[config.mk]
export PLATFORM = sky130hd
export DESIGN_NAME = alu
export DESIGN_NICKNAME = d
export VERILOG_FILES = /design/src/rtl/alu_pkg.sv /design/src/rtl/alu_mult.sv /design/src/rtl/alu.sv
export SDC_FILE = /design/constraint.sdc
export NUM_CORES = 1
export LEC_CHECK = 0
export ABC_AREA = 1
export CAP_MARGIN = 10
export CORE_MARGIN = 5
export CORE_UTILIZATION = 50
export DETAILED_ROUTE_END_ITERATION = 12
export GPL_TIMING_DRIVEN = 0
export MAX_ROUTING_LAYER = met4
export PLACE_DENSITY = 0.68
export SLEW_MARGIN = 15
export SYNTH_ARGS = -nofsm -noshare
export SYNTH_HDL_FRONTEND = slang
export SYNTH_SLANG_ARGS = --single-unit
[constraint.sdc]
create_clock -name clk -period 13.5 [get_ports clk]
set_clock_uncertainty 0.2 [all_clocks]
set_input_delay 1.35 -clock clk [delete_from_list [all_inputs] [get_ports clk]]
set_output_delay 1.35 -clock clk [all_outputs]
set_load 0.1 [all_outputs]
[src/rtl/alu_pkg.sv]
// Shared definitions for the FIR tap arithmetic unit: default widths and opcodes.
package alu_pkg;

  localparam int unsigned ALU_DATA_W = 16;
  localparam int unsigned ALU_RES_W  = 32;

  localparam logic [1:0] OP_ADD = 2'b00;
  localparam logic [1:0] OP_MUL = 2'b01;
  localparam logic [1:0] OP_SUB = 2'b10;
  localparam logic [1:0] OP_MAC = 2'b11;

endpackage

[src/rtl/alu_mult.sv]
// Combinational signed DATA_W x DATA_W multiplier with a full-precision product.
// Kept separate so a hardened or pipelined multiplier can replace it.
// Ports:
//   a_i    - signed multiplicand
//   b_i    - signed multiplier
//   prod_o - signed 2*DATA_W product (combinational)
module alu_mult
  import alu_pkg::*;
#(
  parameter int unsigned DATA_W = ALU_DATA_W
) (
  input  logic [DATA_W-1:0]   a_i,
  input  logic [DATA_W-1:0]   b_i,
  output logic [2*DATA_W-1:0] prod_o
);

  localparam int unsigned PROD_W = 2 * DATA_W;

  // Sign-extend both operands to the product width so the multiply is exact.
  assign prod_o = PROD_W'($signed(a_i)) * PROD_W'($signed(b_i));

endmodule

[src/rtl/alu.sv]
// Two-stage pipelined signed arithmetic unit (add / mul / sub / MAC) for the FIR core.
// Stage 1 registers operands and opcode; stage 2 computes and registers the result.
// Ports:
//   clk    - rising-edge clock
//   rst    - asynchronous active-low reset
//   op_sel - 00 add, 01 multiply, 10 subtract, 11 multiply-accumulate
//   a, b   - signed DATA_W operands
//   result - signed RES_W registered result (also the MAC accumulator)
module alu
  import alu_pkg::*;
#(
  parameter int unsigned DATA_W = ALU_DATA_W,
  parameter int unsigned RES_W  = ALU_RES_W
) (
  input  logic              clk,
  input  logic              rst,
  input  logic [1:0]        op_sel,
  input  logic [DATA_W-1:0] a,
  input  logic [DATA_W-1:0] b,
  output logic [RES_W-1:0]  result
);

  localparam int unsigned PROD_W = 2 * DATA_W;

  logic [DATA_W-1:0] a_q;
  logic [DATA_W-1:0] b_q;
  logic [1:0]        op_q;
  logic [RES_W-1:0]  result_q;
  logic [RES_W-1:0]  result_d;

  logic [PROD_W-1:0] prod;
  logic [RES_W-1:0]  a_ext;
  logic [RES_W-1:0]  b_ext;
  logic [RES_W-1:0]  prod_ext;

  // Stage 1: operand and opcode capture.
  always_ff @(posedge clk or negedge rst) begin
    if (!rst) begin
      a_q  <= '0;
      b_q  <= '0;
      op_q <= OP_ADD;
    end else begin
      a_q  <= a;
      b_q  <= b;
      op_q <= op_sel;
    end
  end

  alu_mult #(
    .DATA_W (DATA_W)
  ) u_mult (
    .a_i    (a_q),
    .b_i    (b_q),
    .prod_o (prod)
  );

  // Sign-extend everything to the result width; two's-complement wrap then falls out naturally.
  assign a_ext    = RES_W'($signed(a_q));
  assign b_ext    = RES_W'($signed(b_q));
  assign prod_ext = RES_W'($signed(prod));

  // Stage 2 opcode mux; MAC uses the result register itself as the accumulator.
  always_comb begin
    result_d = result_q;
    unique case (op_q)
      OP_ADD:  result_d = a_ext + b_ext;
      OP_MUL:  result_d = prod_ext;
      OP_SUB:  result_d = a_ext - b_ext;
      OP_MAC:  result_d = result_q + prod_ext;
      default: result_d = result_q;
    endcase
  end

  // Stage 2: result register.
  always_ff @(posedge clk or negedge rst) begin
    if (!rst) begin
      result_q <= '0;
    end else begin
      result_q <= result_d;
    end
  end

  assign result = result_q;

endmodule

==> key figures, run 1 <==
Detailed routing
  • Routed via count: 15147
  • Wirelength per Cell: 19.5 um
  • Via-to-Cell Ratio: 5.39
  • Post-route DRC: 0
  • DR iter-0 viols: 1195
  • Drt total wl: 54900 um
  • Drt first pass iters: 5
  • DRT antenna net count: 0

Global route
  • Met1 usage: 41.9%
  • Met3 usage: 4.77%
  • GR Layer Usage met2: 48.8%
  • All-Layer GR Usage: 31.2%
  • Number of global-route vias before repair: 15668
  • Gr busiest metal: met2
  • Antenna violations before repair: 0
  • Grt total ovfl: 0
  • First-pass GRT wire length: 88000 um
  • Pin count of the biggest net entering global routing: 42

Cells and area
  • Layout cells sized above 1: 3.89%
  • Most frequent cells in the layout: inv_1, nand2_1, fa_1
  • Commonest non-fill, non-tap cell in the layout: inv_1
  • Fin cells: 2812
  • Fillers: 3328
  • Final #Nets: 2806
  • Area growth, synth to finish: 9.29%
  • N_diodes: 0

Min path
  • Worst hold path endpoint: result[0]
  • Hold Crit Start: result[0]
  • Hold path depth: 3
  • HP Class: reg -> reg

Clock network
  • Clock buffer depth: 2
  • CTS tree: done
  • CTS Sinks: 66
  • # Post-CTS Setup Buffers: 0
  • Clock-pin slew on the worst setup and hold paths: 70 ps
  • CTS Buf Count: 9
  • Clk root buf: clkbuf_16
  • Clock Latency Late Sink: 380 ps
  • H-tree lvl count: 3
  • CTS resizes: 0
  • Hold Buf Count CTS: 0

Yosys
  • Yosys warning total: 0
  • Synth Register Bits: 66
  • Post-synth EDFFs: 0
  • Post-Syn Instances: 2280
  • Synth Flop Type: dfrtp_1
  • Sequential area share after synthesis: 9.83%
  • Post-synth ARST share: 100%
  • Syn avg cell area: 7.37 sq um
  • Synth cell types: 53
  • Cell Area, Synth: 16800 sq um
  • Syn nets: 2727

STA
  • Final Slew Violations: 0
  • Final setup viols: 0
  • Least-Margin Pin Slew: 1020 ps
  • Final worst-path cycle share: 67.2%
  • Final Hold Viols: 0
  • Fin Setup TNS: 0 ps
  • Final setup margin: 4430 ps
  • WHS: 466 ps
  • Max-slew headroom: 32.0%
  • Crit path time final: 9070 ps
  • FMAX: 0.110 GHz
  • RSZ-0062 raised after global routing: no

Floorplanning
  • Chip Height: 193 um
  • Die width: 193 um
  • Core area: 33400 sq um
  • Rows: 67
  • Starting Density: 50.4%
  • I/O Pins: 68
  • Full die area: 37400 sq um

Status
  • Status: completed

Placed design
  • Inst Count DP: 2796
  • Worst slack, placed: 4610 ps
  • Routability cong.: 1.02
  • Port Buf Inserts: 67
  • HPWL after DPL: 47200 um

Setup path
  • CP Launch Type: flop
  • Crit path kind: reg -> reg
  • Flop-to-flop setup slack: 4430 ps
  • Max incr delay on CP: 720 ps
  • Worst path required time: 13550 ps
  • CP max FO: 10
  • CP Data Arrival Time: 9130 ps
  • Critical R2R Launch: b_q[2]
  • FF-to-FF End: result[22]
  • R2R cell count: 31
  • Critical Path Sink Type: flop
  • Slowest CP cell: clkbuf_1

Run
  • Total of max-cap violations: 0
[metal layers]
metal	wire (um)	part of all wire [%]
met1	23600	43
met2	25400	46
met3	4060	7.4
met4	1910	3.5
met5	0	0
[critical path, delay by kind of cell, from the launching register on]
family / cells / cell delay, ps
flip-flops: 1 / 350
buffers and inverters: 8 / 1700
adder cells (fa/ha/maj): 8 / 3690
AND/OR/NAND/NOR: 9 / 1200
AO/OA/AOI/OAI: 6 / 1800
[layout make-up]
class / instances / area [sq um] / share of cell area (%)
plain buffers: 67 / 337 / 1.83
clock buffers: 11 / 253 / 1.38
clock inverters: 5 / 52.6 / 0.286
inverters: 597 / 2240 / 12.2
multi-input cells: 1550 / 12600 / 68.5
flip-flops and latches: 66 / 1650 / 8.99
well taps: 448 / 561 / 3.05
repair buffers: 68 / 696 / 3.79
[kinds of logic after synthesis]
family	Yosys count	share of synthesized area (%)
AO/OA/AOI/OAI	238	8.56
flip-flops	66	9.83
XOR/XNOR	23	1.20
AND/OR/NAND/NOR	878	22.7
adder cells (fa/ha/maj)	411	42.4
buffers and inverters	664	15.3
[worst max path at each step]
stage            start    endpoint  slack (ps)  cells past startpoint
5_1_grt         b_q[2]  result[22]        3910                     31
3_5_place_dp    b_q[2]  result[22]        4610                     31
3_3_place_gp    b_q[2]  result[22]        4600                     31
4_1_cts         b_q[2]  result[22]        4590                     31
2_1_floorplan  a_q[15]  result[31]        6350                     34
6_report        b_q[2]  result[22]        4430                     31
[synth_stat cells, types with 6 or more instances]
cell type | number | share of area (%)
nand4_2 | 9 | 0.67
nor2_1 | 116 | 2.6
or2_2 | 11 | 0.41
dfrtp_1 | 66 | 9.8
o211ai_1 | 11 | 0.49
inv_2 | 6 | 0.13
and2_1 | 12 | 0.45
a21oi_1 | 100 | 3.0
inv_1 | 590 | 13
nand3_1 | 110 | 3.3
o2111ai_1 | 12 | 0.63
buf_6 | 6 | 0.40
o21bai_1 | 11 | 0.49
xor2_1 | 20 | 1.0
buf_2 | 6 | 0.18
clkbuf_1 | 50 | 1.1
fa_1 | 265 | 32
nor3_1 | 14 | 0.42
ha_1 | 146 | 11
nand4_1 | 31 | 1.2
o21ai_0 | 54 | 1.6
a21o_1 | 9 | 0.40
nand3b_1 | 6 | 0.27
o21a_1 | 10 | 0.45
nand2_1 | 542 | 12
[per-stage QoR]
| stage | area (sq um) | utilization, % |
|---|---|---|
| finish | 18400 | 55.1 |
| global route | 18400 | 55.1 |
| CTS | 18400 | 55.1 |
| detailed placement | 18100 | 54.1 |
| global placement | 18000 | 54.1 |
| floorplan | 16800 | - |
[sequential cells by signal, summed over array words and instances (netlist names)]
name and flops:
result 32, a_q 16, b_q 16, op_q 2
Power of run 1 is not shown: default switching activity piles up to over one toggle a cycle in this logic, so the estimate is an artifact.
==> inputs of run 2 (changes only) <==
Settings changed: PLACE_DENSITY 0.68 to 0.7.
Clock period 13.5 ns to 8 ns, I/O delays scaled along.
==> run 2 against run 1 <==
Final cell count rose by 0.53%. Core utilization up 2.0 points. Critical endpoint is now result[24]. Flip-flop and latch count is the same. Fmax grew 16%. Die area unchanged. First-iteration DRC count up 12%. Global-route usage hardly changed. Worst setup slack got worse by 4300 ps. Via count grew 1.1%.
==> key figures, run 2 (synthesis results as in run 1) <==
Setup path
  • CP top delay family: adder cells (unchanged)
  • Max incr delay on CP: 600 ps (was 720 ps)
  • CP max FO: 10 (unchanged)
  • R2R cell count: 27 (was 31)
  • Worst path required time: 8050 ps (was 13550 ps)
  • FF-to-FF End: result[24] (was result[22])
  • Buffers & Inverters on Critical Path: 6 (was 8)
  • Top cell by count, worst path: fa_1
  • Slowest CP cell: fa_1 (was clkbuf_1)
  • CP Data Arrival Time: 7880 ps (was 9130 ps)
  • Crit path kind: reg -> reg (unchanged)
  • Flop-to-flop setup slack: 170 ps (was 4430 ps)
  • Critical R2R Launch: a_q[15] (was b_q[2])
  • CP Launch Type: flop (unchanged)
  • Critical Path Sink Type: flop (unchanged)

STA
  • Final Slew Violations: 0 (unchanged)
  • WHS: 144 ps (was 466 ps)
  • Final setup viols: 0 (unchanged)
  • Fin Setup TNS: 0 ps (unchanged)
  • FMAX: 0.128 GHz (was 0.110 GHz)
  • Crit path time final: 7830 ps (was 9070 ps)
  • Final worst-path cycle share: 97.9% (was 67.2%)
  • Least-Margin Pin Slew: 1010 ps (was 1020 ps)
  • Max-slew headroom: 32.3% (was 32.0%)
  • Final Hold Viols: 0 (unchanged)

Clock network
  • Clock Latency Late Sink: 390 ps (was 380 ps)
  • H-tree lvl count: 3 (unchanged)
  • Clock-pin slew on the worst setup and hold paths: 70 ps (about the same)
  • CTS tree: done (unchanged)
  • Clock buffer depth: 2 (unchanged)
  • CTS Sinks: 66 (unchanged)
  • CTS Buf Count: 9 (unchanged)
  • Clk root buf: clkbuf_16 (unchanged)

Global route
  • First-pass GRT wire length: 87900 um (was 88000 um)
  • Number of global-route vias before repair: 15555 (was 15668)
  • Antenna violations before repair: 0 (unchanged)
  • Pin count of the biggest net entering global routing: 43 (was 42)
  • All-Layer GR Usage: 31.1% (was 31.2%)
  • Grt total ovfl: 0 (unchanged)

Cells and area
  • Fin cells: 2827 (was 2812)
  • N_diodes: 0 (unchanged)
  • Area growth, synth to finish: 13.2% (was 9.29%)
  • Largest register FFs: 32 (unchanged)
  • Layout cells sized above 1: 9.63% (was 3.89%)
  • Commonest non-fill, non-tap cell in the layout: inv_1 (unchanged)
  • Final #Nets: 2823 (was 2806)
  • Fillers: 3203 (was 3328)
  • Finished Core Util: 57.0% (was 55.1%)
  • Most frequent cells in the layout: inv_1, nand2_1, fa_1 (unchanged)

Detailed routing
  • Routed via count: 15310 (was 15147)
  • Drt total wl: 55900 um (was 54900 um)
  • Drt first pass iters: 5 (unchanged)
  • Via-to-Cell Ratio: 5.42 (was 5.39)
  • DR iter-0 viols: 1336 (was 1195)
  • Wirelength per Cell: 19.8 um (was 19.5 um)
  • DRT antenna net count: 0 (unchanged)
  • Post-route DRC: 0 (unchanged)

Floorplanning
  • Core area: 33400 sq um (unchanged)
  • Full die area: 37400 sq um (unchanged)
  • Rows: 67 (unchanged)
  • Starting Density: 50.4% (unchanged)
  • Die width: 193 um (unchanged)
  • I/O Pins: 68 (unchanged)
  • Chip Height: 193 um (unchanged)

Run
  • Total of max-cap violations: 0 (unchanged)

Min path
  • HP Class: in -> async (was reg -> reg)

Placed design
  • Port Buf Inserts: 67 (unchanged)
  • HPWL after DPL: 47500 um (was 47200 um)
  • Routability cong.: 1.01 (was 1.02)
  • Inst Count DP: 2796 (unchanged)

Status
  • Status: completed (unchanged)
==> run 2: changes by cell type in the layout (fill, tap and decap cells not counted), sizes merged <==
cell / change
buf: +36
bufinv: -1
clkbuf: -18
clkinv: -2
clkinvlp: +3
inv: -3
==> run 2: area by class of cell <==
cell class | instances | area [sq um] | area share [%]
buffer | 61 | 434 | 2.28
clock buffer | 12 | 267 | 1.40
clock inverter | 2 | 12.5 | 0.0658
inverter | 597 | 2250 | 11.8
multi-input combinational | 1550 | 12900 | 67.9
sequential | 66 | 1670 | 8.78
tap | 448 | 561 | 2.95
timing repair buffer | 91 | 906 | 4.76
==> run 2: what timing repair did <==
item | 4_1_cts | 5_1_grt
endpoints found under the setup margin | 19 | 16
hold buffers | 0 | 0
setup buffers | 2 | 21
gates cloned | 0 | 0
resized for setup | 77 | 114
pin swaps | 1 | 10
==> run 2: worst max path at each step <==
stage	cells past startpoint	to	slack [ps]	start
finish	27	result[24]	170	a_q[15]
CTS	32	result[22]	20	b_q[8]
global route	33	result[21]	-10	b_q[4]
global placement	30	result[22]	-1020	b_q[1]
floorplan	34	result[31]	850	a_q[15]
detailed placement	30	result[22]	-980	b_q[1]
==> run 2: metrics by stage <==
stage,area (sq um),setup slack [ps]
6_report,19000,169
5_1_grt,19000,-14.8
4_1_cts,18500,18.6
3_5_place_dp,18100,-980
3_3_place_gp,18000,-1020
2_1_floorplan,16800,849
==> run 2: per-layer routing <==
metal	GRT usage, %	wire, um	part of all wire (%)
met1	41.3	23600	42
met5	-	0	0
met4	9.55	1880	3.4
met3	5.55	4140	7.4
met2	49.1	26200	47
==> run 2: worst reg2reg max path: cells and delay by family, from the launching register on <==
family	cells	cell delay [ps]
xor+xnor	1	250
flops	1	470
fa+ha+maj	8	3780
simple gates	5	700
buf+inv	6	860
compound gates	7	1430
Power of run 2 is left out for the same reason.
==> inputs of run 3 (changes only) <==
Settings changed: CAP_MARGIN 10 to unset.
==> results of run 3 <==
Final layout, timing and power as in run 2 (identical DEF).
Power of run 3 is left out for the same reason.
